### config.mk
export PLATFORM = sky130hd
export DESIGN_NAME = bs_job_sequencer
export DESIGN_NICKNAME = d
export VERILOG_FILES = /design/src/rtl/bs_job_sequencer.sv
export SDC_FILE = /design/constraint.sdc
export NUM_CORES = 1
export LEC_CHECK = 0
export ABC_CLOCK_PERIOD_IN_PS = 6300
export BUFFER_PORTS_ARGS = -buffer_cell sky130_fd_sc_hd__clkbuf_2
export CORE_ASPECT_RATIO = 1.25
export CORE_MARGIN = 8
export CORE_UTILIZATION = 39
export DETAILED_ROUTE_END_ITERATION = 12
export GPL_ROUTABILITY_DRIVEN = 0
export GPL_TIMING_DRIVEN = 1
export HOLD_SLACK_MARGIN = 0.1
export SLEW_MARGIN = 25
export SYNTH_ARGS = -nofsm -noshare
export SYNTH_HDL_FRONTEND = slang
export SYNTH_SLANG_ARGS = --single-unit
### constraint.sdc
create_clock -name clk -period 6.3 [get_ports clk]
set_clock_uncertainty 0.1 [all_clocks]
set_input_delay 1.26 -clock clk [delete_from_list [all_inputs] [get_ports clk]]
set_output_delay 1.26 -clock clk [all_outputs]
set_load 0.05 [all_outputs]
### src/rtl/bs_job_sequencer.sv
// bs_job_sequencer: host register file, job FSM and result FIFO in front of the Black-Scholes core (ports: host slave address/write/writedata/read/readdata, core shadow constants, core_req, core_status, core_dout, irq)
module bs_job_sequencer #(
  parameter int FIFO_DEPTH = 4,
  parameter int LATENCY = 28
) (
  input  logic        clk,
  input  logic        nreset,
  input  logic [2:0]  address,
  input  logic        write,
  input  logic [31:0] writedata,
  input  logic        read,
  output logic [31:0] readdata,
  output logic [31:0] core_constK,
  output logic [31:0] core_const1,
  output logic [31:0] core_const2,
  output logic [31:0] core_const3,
  output logic        core_req,
  input  logic [4:0]  core_status,
  input  logic [31:0] core_dout,
  output logic        irq
);
  localparam int PW = $clog2(FIFO_DEPTH);
  localparam int CW = PW + 1;
  typedef enum logic [1:0] {IDLE, ISSUE, WAIT} state_t;
  state_t state, state_n;
  logic [31:0] stage [4];
  logic [31:0] mem [FIFO_DEPTH];
  logic [PW-1:0] rd_ptr, wr_ptr;
  logic [CW-1:0] count, count_n;
  logic [7:0] cnt;
  logic overflow, swb, busy, start, clear, capture, pop, push, full, drop;
  logic [31:0] stat, rdata_n;
  logic unused_status;
  assign unused_status = ^core_status[4:1];
  always_comb begin
    busy = state != IDLE;
    core_req = state == ISSUE;
    start = write && address == 3'd4 && writedata[0];
    clear = write && address == 3'd4 && writedata[1];
    capture = state == WAIT && (core_status[0] || cnt == 8'(LATENCY - 1));
    pop = read && address == 3'd6 && count != '0;
    full = count == CW'(FIFO_DEPTH);
    push = capture && (!full || pop);
    drop = capture && full && !pop;
    count_n = count + CW'(push) - CW'(pop);
    stat = '0;
    stat[0] = busy;
    stat[4 +: CW] = count;
    stat[12] = overflow;
    stat[13] = swb;
    rdata_n = address < 3'd4 ? stage[address[1:0]] : address == 3'd5 ? stat : pop ? mem[rd_ptr] : '0;
    state_n = state == IDLE ? (start ? ISSUE : IDLE) : state == ISSUE ? WAIT : capture ? IDLE : WAIT;
  end
  always_ff @(posedge clk or negedge nreset)
    if (!nreset) state <= IDLE;
    else state <= state_n;
  always_ff @(posedge clk or negedge nreset) begin
    if (!nreset) begin
      for (int i = 0; i < 4; i++) stage[i] <= '0;
      for (int i = 0; i < FIFO_DEPTH; i++) mem[i] <= '0;
      core_constK <= '0;
      core_const1 <= '0;
      core_const2 <= '0;
      core_const3 <= '0;
      rd_ptr <= '0;
      wr_ptr <= '0;
      count <= '0;
      cnt <= '0;
      overflow <= 1'b0;
      swb <= 1'b0;
      readdata <= '0;
      irq <= 1'b0;
    end else begin
      if (write && !address[2]) stage[address[1:0]] <= writedata;
      if (state == IDLE && start) begin
        core_constK <= stage[0];
        core_const1 <= stage[1];
        core_const2 <= stage[2];
        core_const3 <= stage[3];
      end
      cnt <= state == ISSUE ? '0 : state == WAIT ? cnt + 8'd1 : cnt;
      if (push) begin
        mem[wr_ptr] <= core_dout;
        wr_ptr <= wr_ptr + 1'b1;
      end
      if (pop) rd_ptr <= rd_ptr + 1'b1;
      count <= count_n;
      irq <= count_n != '0;
      // clear is applied before the new events so a combined clear+event re-sets the flag
      overflow <= (overflow && !clear) || drop;
      swb <= (swb && !clear) || (start && busy);
      if (read) readdata <= rdata_n;
    end
  end
endmodule

=== Word-level counts from Yosys, hierarchy flattened ===
Index checks and enable logic that the tools add are counted.

* $add $sub $neg: 5
* Multipliers: 0
* Div/mod/pow operators: 0
* Magnitude comparators: 6
* Equal/unequal tests: 7
* Shift-type cells: 0
* Multiplexer cells: 21
* Bitwise operators: 3
* Reduce and logical (&&, ||, !) cells: 29

{| class="wikitable"
|+ Operator list
! cell !! count
|-
| $mux 32 || 9
|-
| $bwmux 128 || 2
|-
| $bmux 32 s2 || 2
|-
| $demux 32 s2 || 2
|-
| $logic_and 1x1->1 || 16
|-
| $mux 8 || 2
|-
| $eq 3x3->1 const B || 4
|-
| $ge 3x3->1 const B || 3
|-
| $not 2->3 || 3
|-
| $add 8x1->8 const B || 1
|-
| $eq 8x5->1 const B || 1
|-
| $lt 3x1->1 const B || 2
|-
| $mux 2 || 3
|-
| $reduce_bool 3->1 || 2
|-
| $add 2x1->2 const B || 2
|-
| $logic_not 1->1 || 4
|-
| $logic_or 1x1->1 || 4
|-
| $reduce_bool 2->1 || 2
|-
| $add 3x1->3 || 1
|-
| $lt 3x3->1 const B || 1
|-
| $sub 3x1->3 || 1
|-
| $eq 2x1->1 const B || 1
|-
| $eq 2x2->1 const B || 1
|-
| $logic_not 2->1 || 1
|-
| $mux 1 || 1
|}

* Register bits: 436
* Bits in latches: 0
* RAM bits: 0
* Bits in read-only memories: 0
* Input port bits: 76
* Output and inout port bits: 162
* Memories kept: 0

=== Longest topological paths before layout ===
* Word-level depth: 8
* Gate-level depth with buffers: 14
* Gate-level depth less buffers: 13

=== Worst setup path before layout ===
Ideal clock, no wire load.

* Path kind: input-to-reg
* From: input port address[0]
* To: register irq
* Setup time: 0.131 ns
* Arrival time: 3.708 ns
* Data required time: 6.069 ns
* Slack: 2.361 ns
* Stages on the path: 12
* Buffers on the path: 1
* Path through: buf_4 -> and4b_1 -> nor4b_4 -> nor2_1 -> inv_1 -> ha_1 -> inv_1 -> ha_1 -> fa_1 -> xnor2_1 -> xnor2_1 -> or3_1

* Cells in the longest elaborated chain, start to end: 8

{| class="wikitable"
|+ Ends and longest elaborated chain
! element !! line !! RTL
|-
| start, declared || 8 || <nowiki>input logic [2:0] address,</nowiki>
|-
| $eq 3x3->1 (*) || 41 || <nowiki>pop = read && address == 3'd6 && count != '0;</nowiki>
|-
| $logic_and 1x1->1 (*) (2 in series) || 41 ||
|-
| $logic_or 1x1->1 || 43 || <nowiki>push = capture && (!full || pop);</nowiki>
|-
| $logic_and 1x1->1 || 43 ||
|-
| $add 3x1->3 || 45 || <nowiki>count_n = count + CW'(push) - CW'(pop);</nowiki>
|-
| $sub 3x1->3 (*) || 45 ||
|-
| net count_n[2] || 29 || <nowiki>logic [CW-1:0] count, count_n;</nowiki>
|-
| $reduce_bool 3->1 (*) || 88 || <nowiki>irq <= count_n != '0;</nowiki>
|-
| end signal, assigned || 72 || <nowiki>irq <= 1'b0;</nowiki>
|-
| end signal, assigned || 88 ||
|-
| end, declared || 20 || <nowiki>output logic irq</nowiki>
|}

The timed path passes the listed nets; every way through them passes the cells marked *.
A chain may end at the register's enable or synchronous reset.

=== Final worst setup path ===
* From: input port address[2]
* To: register irq

Same word-level chain as after synthesis.

==> summary.md <==
| Metric | Value |
|---|---|
| Status | `complete, no violations` |
| Mapped Area | `18360 µm²` |
| Post-cts resize count | `0` |
| GRT overflow | `0` |
| Worst slew pin tran | `0.9764 ns` |
| Commonest non-fill, non-tap cell in the layout | `dfrtp_1` |
| Die width | `210.1 µm` |
| Total power draw | `10.83 mW` |
| Via-per-instance ratio | `5.140` |
| FILL cells | `4218` |
| Sink Count | `436` |
| Syn Nets | `1252` |
| Arr. time, crit path | `4.12 ns` |
| Register Area | `10910 µm²` |
| Max layer used | `met5` |
| I/O Pins | `238` |
| Pre-CTS WS | `1.895 ns` |
| DP Wirelength | `30540 µm` |
| Vias in the first global route | `11530` |
| Hold depth | `1` |
| Crit path required time | `6.64 ns` |
| Setup Fix Bufs, Post-CTS | `0` |
| CTS Buf Count | `46` |
| DRT iter0 DRCs | `435` |
| Clock transition at path regs | `0.06 ns` |
| Post-Syn Area per Cell | `15.76 µm²` |
| CTS root buffer | `clkbuf_16` |
| DR WL/cell | `22.11 µm` |
| Minimum clock period | `3.782 ns` |
| Detailed Route WL | `45730 µm` |
| Worst reg2reg path depth | `13` |
| FP Rows | `89` |
| Setup Viol. Count Final | `0` |
| Area fraction of the dominant cell type after synthesis | `59.43%` |
| Clock Latency Late Sink | `0.58 ns` |
| Fin. Hold Viols | `0` |
| Static leakage | `9.880 nW` |
| Ratio of cells with drive above 1 in the final layout | `53.12%` |
| CP Class | `in -> reg` |
| Port bufs | `233` |
| Relative slew margins | `34.84%` |
| Final count of pins violating max slew | `0` |
| Worst hold path type | `reg -> reg` |
| Worst setup SP type | `input pin` |
| Area of the multi-input gates | `7043 µm²` |
| Crit-path max FO | `32` |
| Met1 Routed Length | `19110 µm` |
| DR WL met2 | `23160 µm` |
| Drc violations | `0` |
| Asr flop ratio synth | `100.0%` |
| First-pass GRT wire length | `71830 µm` |
| Nets | `1482` |
| Clk buf depth | `3` |
| Post-synth EDFFs | `0` |
| DR vias | `10630` |
| Htree depth | `2` |
| Hold-fix buffers, CTS | `0` |
| Synth unique cells | `39` |
| TritonCTS clock tree | `built` |
| RSZ-0062 raised after global routing | `no` |
| Max frequency | `264.4 MHz` |
| PD cells | `500.2 nW/µm²` |
| Final setup margin | `2.518 ns` |
| Met3 routed wirelength | `2138 µm` |
| Synth Register Bits | `436` |
| Max-cap viol count | `0` |
| Gr usage total | `17.04%` |
| Initial Utilization | `39.16%` |
| Drt pass-1 iters | `4` |
| Largest net degree at the start of global routing | `147` |
| P&R area growth vs syn | `17.94%` |
| Fin crit share | `60.03%` |
| Final ANT Viol Nets | `0` |
| Synth Instances | `1165` |
| Synth area leaders | `dfrtp_1, mux2_2, mux4_2` |
| Die Ht | `258.6 µm` |
| Dominant synthesized flop cell | `dfrtp_1` |
| Kind of end point of the critical path | `flip-flop` |
| Most frequent cells in the layout | `dfrtp_1, mux2_2, clkbuf_2` |
| Worst VDD drop | `0.4261 mV` |
| Post-synthesis sequential area ratio | `59.43%` |
| Total negative slack | `0 ns` |
| Synth warn | `0` |
| Core box area | `46880 µm²` |
| Initial antenna violation count | `7` |
| Die Footprint | `54310 µm²` |
| Area leader, netlist | `dfrtp_1` |
-- stage by stage --
stage,std cells,instance area (µm²),utilization (%),hold WS (ns)
2_1_floorplan,1165,18360,-,0.3524
3_3_place_gp,1984,20170,43.02,0.3622
3_5_place_dp,1984,20170,43.02,0.3705
4_1_cts,2064,21640,46.16,0.3843
5_1_grt,2068,21650,46.18,0.4007
6_report,2068,21650,46.18,0.3793
-- synth_stat cells, types with 10 or more instances --
master	number
dfrtp_1	436
mux2_2	362
mux4_2	64
a21oi_1	57
clkbuf_1	38
nor2_1	34
nor2b_1	29
mux2_1	23
inv_1	14
buf_6	13
buf_2	12
ha_1	10
nand2_1	10
-- final timing paths --
check	slack (ns)	from	endpoint
setup / recovery	2.52	address[2]	irq
hold / removal	0.38	mem[7]	mem[7]
setup reg to reg	2.71	state[0]	irq
hold reg to reg	0.38	mem[7]	mem[7]
max in group asynchronous	4.08	nreset	core_const2[24]
min in group asynchronous	0.70	nreset	core_const3[15]
-- cells by family (layout without fill, tap and decap cells) --
logic type | Yosys count | count (layout) | share of synthesized area, %
xor+xnor | 8 | 8 | 0.3817
flops | 436 | 436 | 59.43
fa+ha+maj | 11 | 11 | 0.7906
buf+inv | 85 | 347 | 2.372
other cells | 0 | 4 | 0
simple gates | 95 | 95 | 3.013
mux | 450 | 450 | 31.52
compound gates | 80 | 80 | 2.488
-- power by group --
group	leakage, nW	switching [mW]	internal (mW)
Sequential	5.41	0.619	3.79
Clock	0.722	1.10	1.55
Combinational	3.75	2.31	1.46
-- per-layer routing --
metal | track usage, % | vias to the layer above
li1 | - | 4709
met1 | 21.57 | 5637
met2 | 28.47 | 206
met3 | 3.421 | 75
met4 | 6.840 | 2
met5 | 0 | -
-- area by class of cell --
type                    count  area share, %
flip-flops and latches    436          50.40
multi-input cells         644          32.53
repair buffers            253          6.311
clock buffers              68          6.166
well taps                 637          3.681
clock inverters            12         0.6241
inverters                  14         0.2427
diodes                      4        0.04623
-- registers in the layout (all words and copies together) (netlist names), 8 cells and up --
name / flops
core_const2: 32
mem: 128
stage: 128
readdata: 32
core_const1: 32
core_const3: 32
core_constK: 32
cnt: 8
-- worst max-delay path, stage by stage --
cell      delay, ns
clkbuf_2       0.08
buf_4          0.25
and4b_1        0.30
nor4b_4        0.62
nor2_1         0.19
inv_1          0.10
ha_1           0.13
inv_1          0.04
ha_1           0.18
fa_1           0.37
xnor2_1        0.19
xnor2_1        0.09
or3_1          0.31
(Power assumes the default switching activity.)
